File: src/rtl/serial_multiplier_if.sv
// Start/done handshake and operand/result bus for the serial multiplier.
// The requester side uses the master modport and the multiplier uses the slave modport.
interface serial_multiplier_if #(
    parameter int unsigned WIDTH = 16
);
    logic                 start;
    logic                 signed_op;
    logic [WIDTH-1:0]     multiplicand;
    logic [WIDTH-1:0]     multiplier;
    logic                 busy;
    logic                 done;
    logic [2*WIDTH-1:0]   product;

    modport master (
        output start,
        output signed_op,
        output multiplicand,
        output multiplier,
        input  busy,
        input  done,
        input  product
    );

    modport slave (
        input  start,
        input  signed_op,
        input  multiplicand,
        input  multiplier,
        output busy,
        output done,
        output product
    );
endinterface

File: src/rtl/serial_multiplier.sv
// Iterative shift-add multiplier that handles one partial product per clock.
// Signed operands are multiplied as magnitudes, and the sign is applied once at the end.
// Latency is fixed at WIDTH+1 edges from acceptance to the done pulse, and there is no early exit.
module serial_multiplier #(
    parameter int unsigned WIDTH = 16
) (
    input logic                clk,
    input logic                rst_n,
    serial_multiplier_if.slave bus_io
);
    localparam int unsigned ProdW = 2 * WIDTH;
    localparam int unsigned CntW  = (WIDTH > 2) ? $clog2(WIDTH) : 1;
    localparam logic [CntW-1:0] LastCnt = CntW'(WIDTH - 1);

    typedef enum logic [1:0] {
        StIdle,
        StRun,
        StFinish
    } state_e;

    state_e             state_q, state_d;
    logic [ProdW-1:0]   acc_q, acc_d;
    logic [ProdW-1:0]   mcand_q, mcand_d;   // multiplicand magnitude, pre-shifted to the step weight
    logic [WIDTH-1:0]   mplier_q, mplier_d; // multiplier magnitude, consumed LSB first
    logic [CntW-1:0]    cnt_q, cnt_d;
    logic               neg_q, neg_d;
    logic [ProdW-1:0]   product_q, product_d;
    logic               done_q, done_d;

    logic [WIDTH-1:0]   mag_a;
    logic [WIDTH-1:0]   mag_b;

    // Operand magnitudes: the most negative value wraps to 2^(WIDTH-1), which is still correct unsigned.
    always_comb begin
        mag_a = bus_io.multiplicand;
        mag_b = bus_io.multiplier;
        if (bus_io.signed_op && bus_io.multiplicand[WIDTH-1]) begin
            mag_a = (~bus_io.multiplicand) + WIDTH'(1);
        end
        if (bus_io.signed_op && bus_io.multiplier[WIDTH-1]) begin
            mag_b = (~bus_io.multiplier) + WIDTH'(1);
        end
    end

    // Next-state and datapath updates for the IDLE -> RUN -> FINISH sequence
    always_comb begin
        state_d   = state_q;
        acc_d     = acc_q;
        mcand_d   = mcand_q;
        mplier_d  = mplier_q;
        cnt_d     = cnt_q;
        neg_d     = neg_q;
        product_d = product_q;
        done_d    = 1'b0;

        case (state_q)
            StIdle: begin
                if (bus_io.start) begin
                    mcand_d  = {{WIDTH{1'b0}}, mag_a};
                    mplier_d = mag_b;
                    neg_d    = bus_io.signed_op &
                               (bus_io.multiplicand[WIDTH-1] ^ bus_io.multiplier[WIDTH-1]);
                    acc_d    = '0;
                    cnt_d    = '0;
                    state_d  = StRun;
                end
            end
            StRun: begin
                if (mplier_q[0]) begin
                    acc_d = acc_q + mcand_q;
                end
                mcand_d  = mcand_q << 1;
                mplier_d = mplier_q >> 1;
                cnt_d    = cnt_q + CntW'(1);
                if (cnt_q == LastCnt) begin
                    state_d = StFinish;
                end
            end
            StFinish: begin
                product_d = neg_q ? ((~acc_q) + ProdW'(1)) : acc_q;
                done_d    = 1'b1;
                state_d   = StIdle;
            end
            default: begin
                state_d = StIdle;
            end
        endcase
    end

    // State and datapath registers, with synchronous clear on reset
    always_ff @(posedge clk) begin
        if (!rst_n) begin
            state_q   <= StIdle;
            acc_q     <= '0;
            mcand_q   <= '0;
            mplier_q  <= '0;
            cnt_q     <= '0;
            neg_q     <= 1'b0;
            product_q <= '0;
            done_q    <= 1'b0;
        end else begin
            state_q   <= state_d;
            acc_q     <= acc_d;
            mcand_q   <= mcand_d;
            mplier_q  <= mplier_d;
            cnt_q     <= cnt_d;
            neg_q     <= neg_d;
            product_q <= product_d;
            done_q    <= done_d;
        end
    end

    assign bus_io.busy    = (state_q != StIdle);
    assign bus_io.done    = done_q;
    assign bus_io.product = product_q;
endmodule

File: src/flat_wrapper.sv
// flat-port wrapper written by rule: the top's interface ports become plain ports
module serial_multiplier_flat 
#(
    parameter int unsigned WIDTH = 16
)
  (clk, rst_n, bus_io_start, bus_io_signed_op, bus_io_multiplicand, bus_io_multiplier, bus_io_busy, bus_io_done, bus_io_product);
  serial_multiplier_if #(.WIDTH(WIDTH)) bus_io_i ();
  input logic clk;
  input logic rst_n;
  input wire logic [$bits(bus_io_i.start)-1:0] bus_io_start;
  input wire logic [$bits(bus_io_i.signed_op)-1:0] bus_io_signed_op;
  input wire logic [$bits(bus_io_i.multiplicand)-1:0] bus_io_multiplicand;
  input wire logic [$bits(bus_io_i.multiplier)-1:0] bus_io_multiplier;
  output wire logic [$bits(bus_io_i.busy)-1:0] bus_io_busy;
  output wire logic [$bits(bus_io_i.done)-1:0] bus_io_done;
  output wire logic [$bits(bus_io_i.product)-1:0] bus_io_product;
  assign bus_io_i.start = bus_io_start;
  assign bus_io_i.signed_op = bus_io_signed_op;
  assign bus_io_i.multiplicand = bus_io_multiplicand;
  assign bus_io_i.multiplier = bus_io_multiplier;
  assign bus_io_busy = bus_io_i.busy;
  assign bus_io_done = bus_io_i.done;
  assign bus_io_product = bus_io_i.product;
  serial_multiplier #(.WIDTH(WIDTH)) u_core (.clk(clk), .rst_n(rst_n), .bus_io(bus_io_i));
endmodule
File: config.mk
export PLATFORM = sky130hd
export DESIGN_NAME = serial_multiplier_flat
export DESIGN_NICKNAME = d
export VERILOG_FILES = /design/src/rtl/serial_multiplier_if.sv /design/src/rtl/serial_multiplier.sv /design/src/flat_wrapper.sv
export SDC_FILE = /design/constraint.sdc
export NUM_CORES = 1
export LEC_CHECK = 0
export ABC_AREA = 1
export BUFFER_PORTS_ARGS = -buffer_cell sky130_fd_sc_hd__buf_2
export CAP_MARGIN = 20
export CORE_MARGIN = 2
export CORE_UTILIZATION = 58
export CTS_CLUSTER_SIZE = 40
export DETAILED_ROUTE_END_ITERATION = 8
export HOLD_SLACK_MARGIN = 0.08
export MAX_ROUTING_LAYER = met4
export PLACE_DENSITY_LB_ADDON = 0.1
export SETUP_SLACK_MARGIN = 0.02
export SLEW_MARGIN = 20
export SYNTH_ARGS = -nofsm -noshare
export SYNTH_HDL_FRONTEND = slang
export SYNTH_SLANG_ARGS = --single-unit
export TNS_END_PERCENT = 100
File: constraint.sdc
create_clock -name clk -period 3.65 [get_ports clk]
set_input_delay 0.1825 -clock clk [delete_from_list [all_inputs] [get_ports clk]]
set_output_delay 0.1825 -clock clk [all_outputs]
set_load 0.02 [all_outputs]
==> metrics <==
Reg power frac between 40 and 50%; total wire length 22.5 mm; reg2reg start u_core.state_q[0]; antenna viol nets, final 0; crit path launch u_core.state_q[0]; Fin. Hold Viols 0; Vias between 8k and 9k; Post-synth EDFFs 0; std cell rows 43; worst hold slack a little over 80 ps; largest net degree at the start of global routing 80; crit path time final ~2200 ps; CP Launch Type flop; Ant. Diodes 0; Synth Net Count approximately 1.4k; Post-CTS Setup Bufs 0; HP Class input pin to flop; Async SR Flop Fraction 0%; critical path endpoint category flop; DP Wirelength between 15 and 20 mm; clk root buf clkbuf_16; CP Capture Point u_core.bus_io.product[30]; Comb power frac between 10% and 20%; most frequent cell after synthesis nand2_1; r2r worst-path depth 6; number of vias per cell roughly 5.3; Fill cells ~1.4k; share of cells above drive strength 1 between 10% and 20%; P_leak approximately 4.8 nW; global-route wire length before repair 37.0 mm; Cell Area, Synth 0.00835 mm²; worst reg2reg setup slack 1440 ps; Sw Ratio 28.1%; Sw Pwr between 0.9 and 1 mW; flop and latch count out of synthesis 120; die extent in x about 120 µm; IO Count 70; Worst Max-Slew Pin Slew between 900 and 1000 ps; Clock Latency Late Sink 430 ps; dominant synthesized flop cell dfxtp_1; Netlist cell types 42; # DRC 0; Worst-path clk slew ~60 ps; post-synthesis sequential area ratio 28.8%; Mapped Cells ~1.4k; outcome completed; CTS max path bufs 2; post-synth top area cell dfxtp_1; Final Cycle Share between 60% and 70%; port bufs 69; setup violators final 0; WL/cell 13.9 µm; number of global-route vias before repair 7894; Die Height 124 µm; critical path arrival ~2600 ps; Crit Reg-Reg Endpoint u_core.bus_io.product[30]; Mapped Avg Cell Area roughly 6 µm²; initial antenna violation count 0; kind of critical path flop to flop; power share of the clock group around 45%; Post-Route Skew 12.2 ps; H-tree levels 4; Core Area 0.0140 mm²; top cell type's share of synthesized area around 29%; Max Cap Viol 0; f_max ~450 MHz; GP Congestion between 0.9 and 1; Syn. warnings 0; TritonRoute pass-1 iters 5; Worst EP required between 3000 and 4000 ps; nets@finish roughly 1.5k; Initial Util about three fifths; Post-synth top cells nand2_1, inv_1, nor2_1; top post-synthesis cells by area dfxtp_1, nand2_1, inv_1, nand3_1, a21oi_1; Pwr Density ~350 mW/mm²; Die ar. around 0.015 mm²; CTS buffer count 17; RSZ-0062 raised after global routing false; area grow syn2layout 11.9%; max_slew headroom 36.5%; gr ovfl total 0; drt initial violations 632; critical path peak fanout 39; Setup TNS 0 ps; TritonCTS clock tree done; clock sink count between 100 and 150; total track usage a little under a third; peak supply drop between 0.0003 and 0.0004 V; Int Pwr between 2 and 2.5 mW; Slew Limit Fails 0
==> critical path: stages, from the launching register on <==
cell and delay (ps):
dfxtp_1 310, inv_1 100, nand2_1 260, inv_1 790
buf_4 370, o21ai_0 100, a31oi_1 180
==> final cells by class <==
type                    instances  area [µm²]  area share (%)
clock buffers                  22         454            4.86
clock inverters                 8        52.6           0.563
flip-flops and latches        120        2400            25.7
repair buffers                 81         458            4.90
inverters                     207         777            8.32
multi-input cells            1000        4970            53.2
well taps                     180         225            2.41
==> cells in the final DEF (no fill, tap or decap), drive strengths merged, types with 15 or more instances in the layout <==
cell type | Yosys | routed
nand2 | 411 | 411
inv | 207 | 207
nor2 | 140 | 140
dfxtp | 120 | 120
nand3 | 115 | 115
a21oi | 97 | 97
buf | 24 | 72
o21ai | 70 | 70
ha | 35 | 35
clkbuf | 19 | 22
xor2 | 19 | 19
a22oi | 18 | 18
nor3 | 16 | 16
a31oi | 15 | 15
==> metrics by stage <==
step | instances | setup WS (ps) | utilization (%) | power, mW | instance area (µm²)
after floorplan | 1370 | 1870 | - | 1.71 | 8350
final | 1618 | 1440 | 66.8 | 3.28 | 9340
after detailed placement | 1579 | 1500 | 62.5 | 1.82 | 8740
after CTS | 1618 | 1470 | 66.8 | 3.29 | 9340
after global routing | 1618 | 1220 | 66.8 | 3.41 | 9340
after global placement | 1579 | 1520 | 62.5 | 1.81 | 8740
==> state kept, by name, indices dropped and copies added, names as in the netlist <==
signal                 flops
u_core.cnt_q               4
u_core.neg_q               1
u_core.bus_io.done         1
u_core.acc_q              32
u_core.mcand_q            32
u_core.bus_io.product     32
u_core.mplier_q           16
u_core.state_q             2
==> power groups by stage <==
stage	clock (mW)	combinational (mW)	sequential, mW
2_1_floorplan	0	0.314	1.40
3_3_place_gp	0	0.396	1.42
3_5_place_dp	0	0.401	1.42
4_1_cts	1.49	0.410	1.39
5_1_grt	1.54	0.466	1.40
6_report	1.48	0.414	1.39
==> metal layers <==
layer / vias to the layer above / part of all wire [%] / GRT usage (%)
met5: - / 0 / -
met4: 0 / 3.3 / 12.4
met3: 42 / 4.3 / 4.95
met2: 226 / 48 / 54.3
met1: 3835 / 44 / 37.1
li1: 4532 / - / -
==> worst min path at each step <==
| stage | startpoint | cells after the start | slack, ps | to |
|---|---|---|---|---|
| CTS | bus_io_multiplicand[13] | 4 | 80 | u_core.mcand_q[13] |
| global route | bus_io_multiplicand[13] | 4 | 100 | u_core.mcand_q[13] |
| finish | bus_io_multiplicand[13] | 4 | 80 | u_core.mcand_q[13] |
| detailed placement | u_core.mplier_q[15] | 2 | 460 | u_core.mplier_q[15] |
| global placement | u_core.mplier_q[15] | 2 | 460 | u_core.mplier_q[15] |
| floorplan | bus_io_multiplicand[0] | 2 | 330 | u_core.mcand_q[0] |
==> cell families after synthesis <==
kind of cell,after synthesis,synth area share (%)
buffers and inverters,250,11.7
AND/OR/NAND/NOR,707,35.7
AO/OA/AOI/OAI,237,16.3
flip-flops,120,28.8
XOR/XNOR,20,2.10
adder cells (fa/ha/maj),36,5.48
==> repair_timing <==
action	4_1_cts	5_1_grt
hold buffers	9	0
gates resized for setup	0	0
hold endpoints to repair	9	0
Power figures use the tool's default switching activity.
